## src/rtl/fetch_unit.sv

```systemverilog
// fetch_unit -- multicycle instruction-fetch stage.
//
// Owns the program counter, issues one instruction-memory read at a time and
// hands each fetched word, together with its PC, to decode over a
// valid/ready handshake. Execute may redirect the PC at any time; a redirect
// that arrives while a read is outstanding cannot cancel the read, so the
// returned word is dropped and fetch restarts at the redirect target.
//
// Configuration macro: FETCH_MISALIGN_TRAP_EN
//   defined   : a redirect to a non word-aligned target enters FAULT
//               (out_fault=1) and waits for an aligned redirect.
//   undefined : the low two bits of redirect_pc are cleared and fetch
//               proceeds; out_fault is tied low.
//
// Ports:
//   clk, rst        clock (rising edge), synchronous active-high reset
//   mem_req         read request, held until mem_ack
//   mem_addr        read address, stable for the whole request
//   mem_ack         read completes this cycle, mem_rdata valid
//   mem_rdata       returned instruction word
//   out_valid       out_instr/out_pc valid to decode
//   out_ready       decode accepts this cycle
//   out_instr       fetched instruction
//   out_pc          address of out_instr (faulting target while in FAULT)
//   redirect_valid  load a new PC from execute
//   redirect_pc     redirect target
//   out_fault       misaligned-target fault indication

module fetch_unit #(
  parameter int ADDR_W = 32,
  parameter int DATA_W = 32,
  parameter logic [ADDR_W-1:0] RESET_PC = ADDR_W'(32'h0040_0000)
) (
  input  logic              clk,
  input  logic              rst,
  output logic              mem_req,
  output logic [ADDR_W-1:0] mem_addr,
  input  logic              mem_ack,
  input  logic [DATA_W-1:0] mem_rdata,
  output logic              out_valid,
  input  logic              out_ready,
  output logic [DATA_W-1:0] out_instr,
  output logic [ADDR_W-1:0] out_pc,
  input  logic              redirect_valid,
  input  logic [ADDR_W-1:0] redirect_pc,
  output logic              out_fault
);

`ifdef FETCH_MISALIGN_TRAP_EN
  typedef enum logic [1:0] {
    IDLE  = 2'd0,
    FETCH = 2'd1,
    VALID = 2'd2,
    FAULT = 2'd3
  } state_t;
`else
  typedef enum logic [1:0] {
    IDLE  = 2'd0,
    FETCH = 2'd1,
    VALID = 2'd2
  } state_t;
`endif

  state_t            state, state_next;
  logic [ADDR_W-1:0] pc, pc_next;
  logic [ADDR_W-1:0] pend_pc, pend_next;
  logic              kill, kill_next;
  logic [DATA_W-1:0] instr_q, instr_next;
  logic [ADDR_W-1:0] opc_q, opc_next;

  // Redirect target as the fetch logic sees it. Without the trap, misaligned
  // targets are silently rounded down to a word boundary.
  logic [ADDR_W-1:0] redir_tgt;
  // Where fetch resumes when a discarded read finally completes: a redirect
  // in the same cycle overrides the one remembered in pend_pc.
  logic [ADDR_W-1:0] ack_tgt;

`ifdef FETCH_MISALIGN_TRAP_EN
  assign redir_tgt = redirect_pc;
`else
  logic unused_redirect_low;
  assign unused_redirect_low = ^redirect_pc[1:0];
  assign redir_tgt = {redirect_pc[ADDR_W-1:2], 2'b00};
`endif

  assign ack_tgt = redirect_valid ? redir_tgt : pend_pc;

  // State and datapath registers; reset aborts any outstanding request.
  always_ff @(posedge clk) begin
    if (rst) begin
      state   <= IDLE;
      pc      <= RESET_PC;
      pend_pc <= RESET_PC;
      kill    <= 1'b0;
      instr_q <= '0;
      opc_q   <= '0;
    end else begin
      state   <= state_next;
      pc      <= pc_next;
      pend_pc <= pend_next;
      kill    <= kill_next;
      instr_q <= instr_next;
      opc_q   <= opc_next;
    end
  end

  // Next-state logic. A redirect during an outstanding read only records the
  // target and sets kill; the address stays put until mem_ack closes the
  // read, which keeps mem_addr stable for the memory.
  always_comb begin
    state_next = state;
    pc_next    = pc;
    pend_next  = pend_pc;
    kill_next  = kill;
    instr_next = instr_q;
    opc_next   = opc_q;

    case (state)
      IDLE: begin
        state_next = FETCH;
        if (redirect_valid) begin
          pc_next = redir_tgt;
`ifdef FETCH_MISALIGN_TRAP_EN
          if (redir_tgt[1:0] != 2'b00) begin
            state_next = FAULT;
            opc_next   = redir_tgt;
          end
`endif
        end
      end

      FETCH: begin
        if (mem_ack) begin
          if (kill || redirect_valid) begin
            kill_next = 1'b0;
            pc_next   = ack_tgt;
`ifdef FETCH_MISALIGN_TRAP_EN
            if (ack_tgt[1:0] != 2'b00) begin
              state_next = FAULT;
              opc_next   = ack_tgt;
            end
`endif
          end else begin
            instr_next = mem_rdata;
            opc_next   = pc;
            pc_next    = pc + ADDR_W'(4);
            state_next = VALID;
          end
        end else if (redirect_valid) begin
          pend_next = redir_tgt;
          kill_next = 1'b1;
        end
      end

      VALID: begin
        // A redirect wins over holding; a simultaneous out_ready still
        // completes the transfer because decode loads on the handshake.
        if (redirect_valid) begin
          pc_next    = redir_tgt;
          state_next = FETCH;
`ifdef FETCH_MISALIGN_TRAP_EN
          if (redir_tgt[1:0] != 2'b00) begin
            state_next = FAULT;
            opc_next   = redir_tgt;
          end
`endif
        end else if (out_ready) begin
          state_next = FETCH;
        end
      end

`ifdef FETCH_MISALIGN_TRAP_EN
      FAULT: begin
        if (redirect_valid) begin
          if (redir_tgt[1:0] == 2'b00) begin
            pc_next    = redir_tgt;
            state_next = FETCH;
          end else begin
            opc_next = redir_tgt;
          end
        end
      end
`endif

      default: state_next = IDLE;
    endcase
  end

  assign mem_req   = (state == FETCH);
  assign mem_addr  = pc;
  assign out_valid = (state == VALID);
  assign out_instr = instr_q;
  assign out_pc    = opc_q;

`ifdef FETCH_MISALIGN_TRAP_EN
  assign out_fault = (state == FAULT);
`else
  assign out_fault = 1'b0;
`endif

endmodule

```

## config.mk

```make
export PLATFORM = sky130hd
export DESIGN_NAME = fetch_unit
export DESIGN_NICKNAME = d
export VERILOG_FILES = /design/src/rtl/fetch_unit.sv
export SDC_FILE = /design/constraint.sdc
export NUM_CORES = 1
export LEC_CHECK = 0
export ABC_CLOCK_PERIOD_IN_PS = 3200
export CORE_MARGIN = 4
export CORE_UTILIZATION = 36
export DETAILED_ROUTE_END_ITERATION = 10
export PLACE_DENSITY = 0.65
export SYNTH_ARGS = -nofsm -noshare
export SYNTH_HDL_FRONTEND = slang
export SYNTH_SLANG_ARGS = --single-unit
```

## constraint.sdc

```tcl
create_clock -name clk -period 3.2 [get_ports clk]
set_input_delay 0.96 -clock clk [delete_from_list [all_inputs] [get_ports clk]]
set_output_delay 0.96 -clock clk [all_outputs]
set_load 0.03 [all_outputs]
```

== After elaboration in Yosys (flattened, before gate mapping) ==
Index checks and enable logic that the tools add are counted.

* Bits in registers: 131
* Input port bits: 69
* Logic and storage cells: 39

* Add/sub/neg operators: 1
* Eq/ne operators: 7
* Mux-type cells: 13
* Bitwise logic cells: 2
* Reduce and logical (&&, ||, !) cells: 10

{| class="wikitable"
|+ Operator list
! cell !! number
|-
| $mux 32 || 4
|-
| $pmux 32 s2 || 1
|-
| $add 32x3->32 const B || 1
|-
| $reduce_and 3->1 || 4
|-
| $mux 2 || 4
|-
| $ne 2x1->1 const B || 3
|-
| $pmux 2 s3 || 1
|-
| $reduce_bool 2->1 || 2
|-
| $mux 1 || 3
|-
| $ne 3x1->1 const B || 1
|-
| $eq 2x1->1 const B || 1
|-
| $eq 2x2->1 const B || 1
|-
| $logic_not 2->1 || 1
|-
| $ne 2x2->1 const B || 1
|-
| $not 1->1 || 2
|-
| $reduce_and 2->1 || 1
|-
| $reduce_or 2->1 || 1
|-
| $logic_or 1x1->1 || 1
|}

== Longest topological paths before layout ==
Gate-level depths: netlist of run 1.

* Depth in word-level cells: 4
* Depth in mapped cells: 8
* Gate-level depth less buffers: 6

== Least setup slack after synthesis of run 1 ==
OpenSTA, ideal clock, no wires.

* Path kind: input-to-reg
* Start: input port redirect_valid
* End: register instr_q[19], in the netlist out_instr[19]
* Arrival: 2.428 ns
* Path slack: 0.701 ns
* Stages: 8
* Buffers on the path: 4
* Cells stage by stage: clkbuf_1 > or2_2 > clkbuf_1 > nor2_1 > clkbuf_1 > clkbuf_1 > nand2_1 > a21oi_1

* Longest elaborated chain between the ends: 3

{| class="wikitable"
|+ RTL lines
! what !! RTL line !! source
|-
| start, declared || 44 || <nowiki>input logic redirect_valid,</nowiki>
|-
| $logic_or 1x1->1 || 134 || <nowiki>if (kill || redirect_valid) begin</nowiki>
|-
| $not 1->1 (no source line) || -- ||
|-
| $reduce_and 3->1 (no source line) || -- ||
|-
| end signal, assigned || 102 || <nowiki>instr_q <= instr_next;</nowiki>
|-
| end, declared || 68 || <nowiki>logic [DATA_W-1:0] instr_q, instr_next;</nowiki>
|}

Every way passes these cells.
A chain may end at the register's enable or synchronous reset.

== Final worst setup path of run 1 ==
* Start: register state[1]
* End: output port out_valid

* Longest elaborated chain between the ends: 1

{| class="wikitable"
|+ RTL lines
! what !! RTL line !! source
|-
| start, declared || 64 || <nowiki>state_t state, state_next;</nowiki>
|-
| start signal, assigned || 98 || <nowiki>state <= state_next;</nowiki>
|-
| $eq 2x2->1 || 191 || <nowiki>assign out_valid = (state == VALID);</nowiki>
|-
| end, declared || 40 || <nowiki>output logic out_valid,</nowiki>
|}

Every way passes these cells.

==> reports/metrics.cfg, run 1 <==
[outcome]
status = complete, no violations

[timing]
tns_ns = 0
fin_crit_sh_pct = 85.8
rsz0062_at_grt = false
finalHoldViolCount = 0
final_max_slew_viol_count = 0
skew_ns = 0.00880
worst_pin_slew_ns = 0.564
setup_violations = 0
slew_headroom_pct = 62.4
post-route-min-period_ns = 2.74
max_freq_mhz = 364
hold_slack_ns = 0.447

[routing]
route.met3.wl_mm = 1.24
drtIter0Drc = 450
drc_errors = 0
wl_met1_mm = 8.75
routedWlPerCell_microns = 16.5
viasPerCell = 5.14
via_count = 5933
antenna_left = 0
dr_wl_met2_mm = 8.68
top_layer = met4
dr.pass1.iters = 5
wl_mm = 19.0

[floorplanning]
fp-row-count = 46
start_util_pct = 37.2
die_y_microns = 137
coreArea_sq_um = 16100
dieArea_sq_um = 18700
ioPinCount = 168
die_width_microns = 137

[critical_path]
timing.rr.start = mem_addr[13]$_SDFFE_PP0P_
reg2reg_to = mem_addr[24]$_SDFFE_PP0P_
crit_type = reg -> out
worstPathMaxFanout = 9
startpoint_type = register
r2r_slack_ns = 0.97
reg2regPathDepth = 5
required_ns = 2.24
cp-end-kind = primary output
arrival_ns = 1.78

[place]
dp_hpwl_mm = 13.2
numPortBuffers = 164
placed_cells = 1124
place_congestion = 0.871

[cts]
cts.sinks = 131
cts_tree = done
path_clk_slew_ns = 0.05
numCtsBuffers = 17
postCtsSetupBuffers = 0
cts_max_path_buffers = 2
root_buffer = clkbuf_16
cts_resized = 0
hold_buffers = 0
clock_latency_ns = 0.42
cts_max_level = 4

[global_route]
grt_pass1_wl_mm = 29.6
grt.total_usage_pct = 20.3
grt_max_degree = 49
grt_pass1_vias = 5441
grt_overflow = 0
grt_antenna_before_repair = 0

[hold_path]
holdPathEnd = pend_pc[17]$_SDFFE_PP0P_
hold_depth = 2
hold_class = reg -> reg
min_from = pend_pc[17]$_SDFFE_PP0P_

[yosys]
synth_area_leaders = dfxtp_1, nand2_1, a21oi_1
syn_area_per_cell_sq_um = 7.58
synth_area_sq_um = 5970
synth.cells.most_frequent = nand2_1, dfxtp_1, a21oi_1
ys_dominant_reg_cell = dfxtp_1
yosysTopAreaCell = dfxtp_1
ys_warn_count = 0
postSynthCellCount = 787
ys_seq_area_share_pct = 44.0
synthArstFlopShare_pct = 0
synth_most_common_cell = nand2_1
ys_ff_latch = 131
synth_edf_count = 0
syn_nets = 857
synth_cell_types = 58
synth_top_area_share_pct = 44.0

[finish]
nNetsFinal = 997
diodes = 0
n_fill_cell = 1567
instances_no_fill = 1155
drive_above_1_share_pct = 8.63
syn_to_final_growth_pct = 41.4

[power_and_ir_drop]
vdd_drop_max_v = 0.000412
p_leak_nw = 2.87
power.density_nw_per_um2 = 525

[flow_run]
maxCapViolations = 0

area by class of cell:
type	instances	area (sq um)	area share, %
Clock buffer	22	494	5.86
Clock inverter	9	103	1.22
Inverter	19	71.3	0.845
Multi-Input combinational cell	568	3020	35.8
Sequential cell	131	2620	31.1
Tap cell	216	270	3.20
Timing Repair Buffer	190	1860	22.0
layout by cell type (no fill, tap or decap), types with 12 or more instances in the layout:
cell type / instances
inv_1: 19
nor3_1: 12
dfxtp_1: 131
o21ai_0: 18
a21oi_1: 129
nand3_1: 14
clkdlybuf4s50_1: 163
buf_4: 25
nor2_1: 25
nand2_1: 227
clkbuf_16: 17
metrics by stage:
stage	worst slack (ns)	total power [W]	area, sq um	util (%)
CTS	0.418	0.00447	8440	52.5
finish	0.455	0.00443	8440	52.5
global route	0.335	0.00461	8440	52.5
detailed placement	0.200	0.00252	7840	48.8
floorplan	0.701	0.00219	5970	-
global placement	0.226	0.00252	7840	48.8
worst max-delay path by stage:
stage / from / to / slack, ns
after global placement: redirect_valid / pend_pc[1]$_SDFFE_PP0P_ / 0.23
after detailed placement: redirect_valid / pend_pc[1]$_SDFFE_PP0P_ / 0.20
final: state[1]$_SDFFE_PP0P_ / out_valid / 0.46
after global routing: state[1]$_SDFFE_PP0P_ / out_valid / 0.34
after CTS: state[1]$_SDFFE_PP0P_ / out_valid / 0.42
after floorplan: redirect_valid / out_instr[19]$_SDFFE_PP0P_ / 0.70
report_power, final:
| group | internal [W] | switching, W |
|---|---|---|
| clock network | 0.00124 | 0.000698 |
| registers | 0.00170 | 0.0000913 |
| logic | 0.000298 | 0.000399 |
cells by family after synthesis:
family | synth area share, %
xor gates and xnor gates | 1.76
DFF | 44.0
other | 0.0628
and+or+nand+nor | 26.8
muxes | 0.692
buffers and inverters | 5.85
AOI/OAI and AO/OA | 20.6
adders and majority gates | 0.210
state kept, by name, indices dropped and copies added, names as in the netlist:
| name | cells |
|---|---|
| kill | 1 |
| mem_addr | 32 |
| out_instr | 32 |
| out_pc | 32 |
| pend_pc | 32 |
| state | 2 |
critical path, cell delays in order (launching register included):
cell	delay, ns
dfxtp_1	0.46
nor2b_1	0.22
clkdlybuf4s50_1	0.69
layer usage:
metal	global-route usage, %	vias up
met1	28.0	2745
li1	-	2990
met5	0	-
met2	31.3	172
met4	6.05	0
met3	5.15	26
Power figures use the tool's default switching activity.
==> inputs of run 2 (changes only) <==
- TNS_END_PERCENT: default -> 30
==> results of run 2 <==
No change in the layout: final DEF, timing and power equal those of run 1.
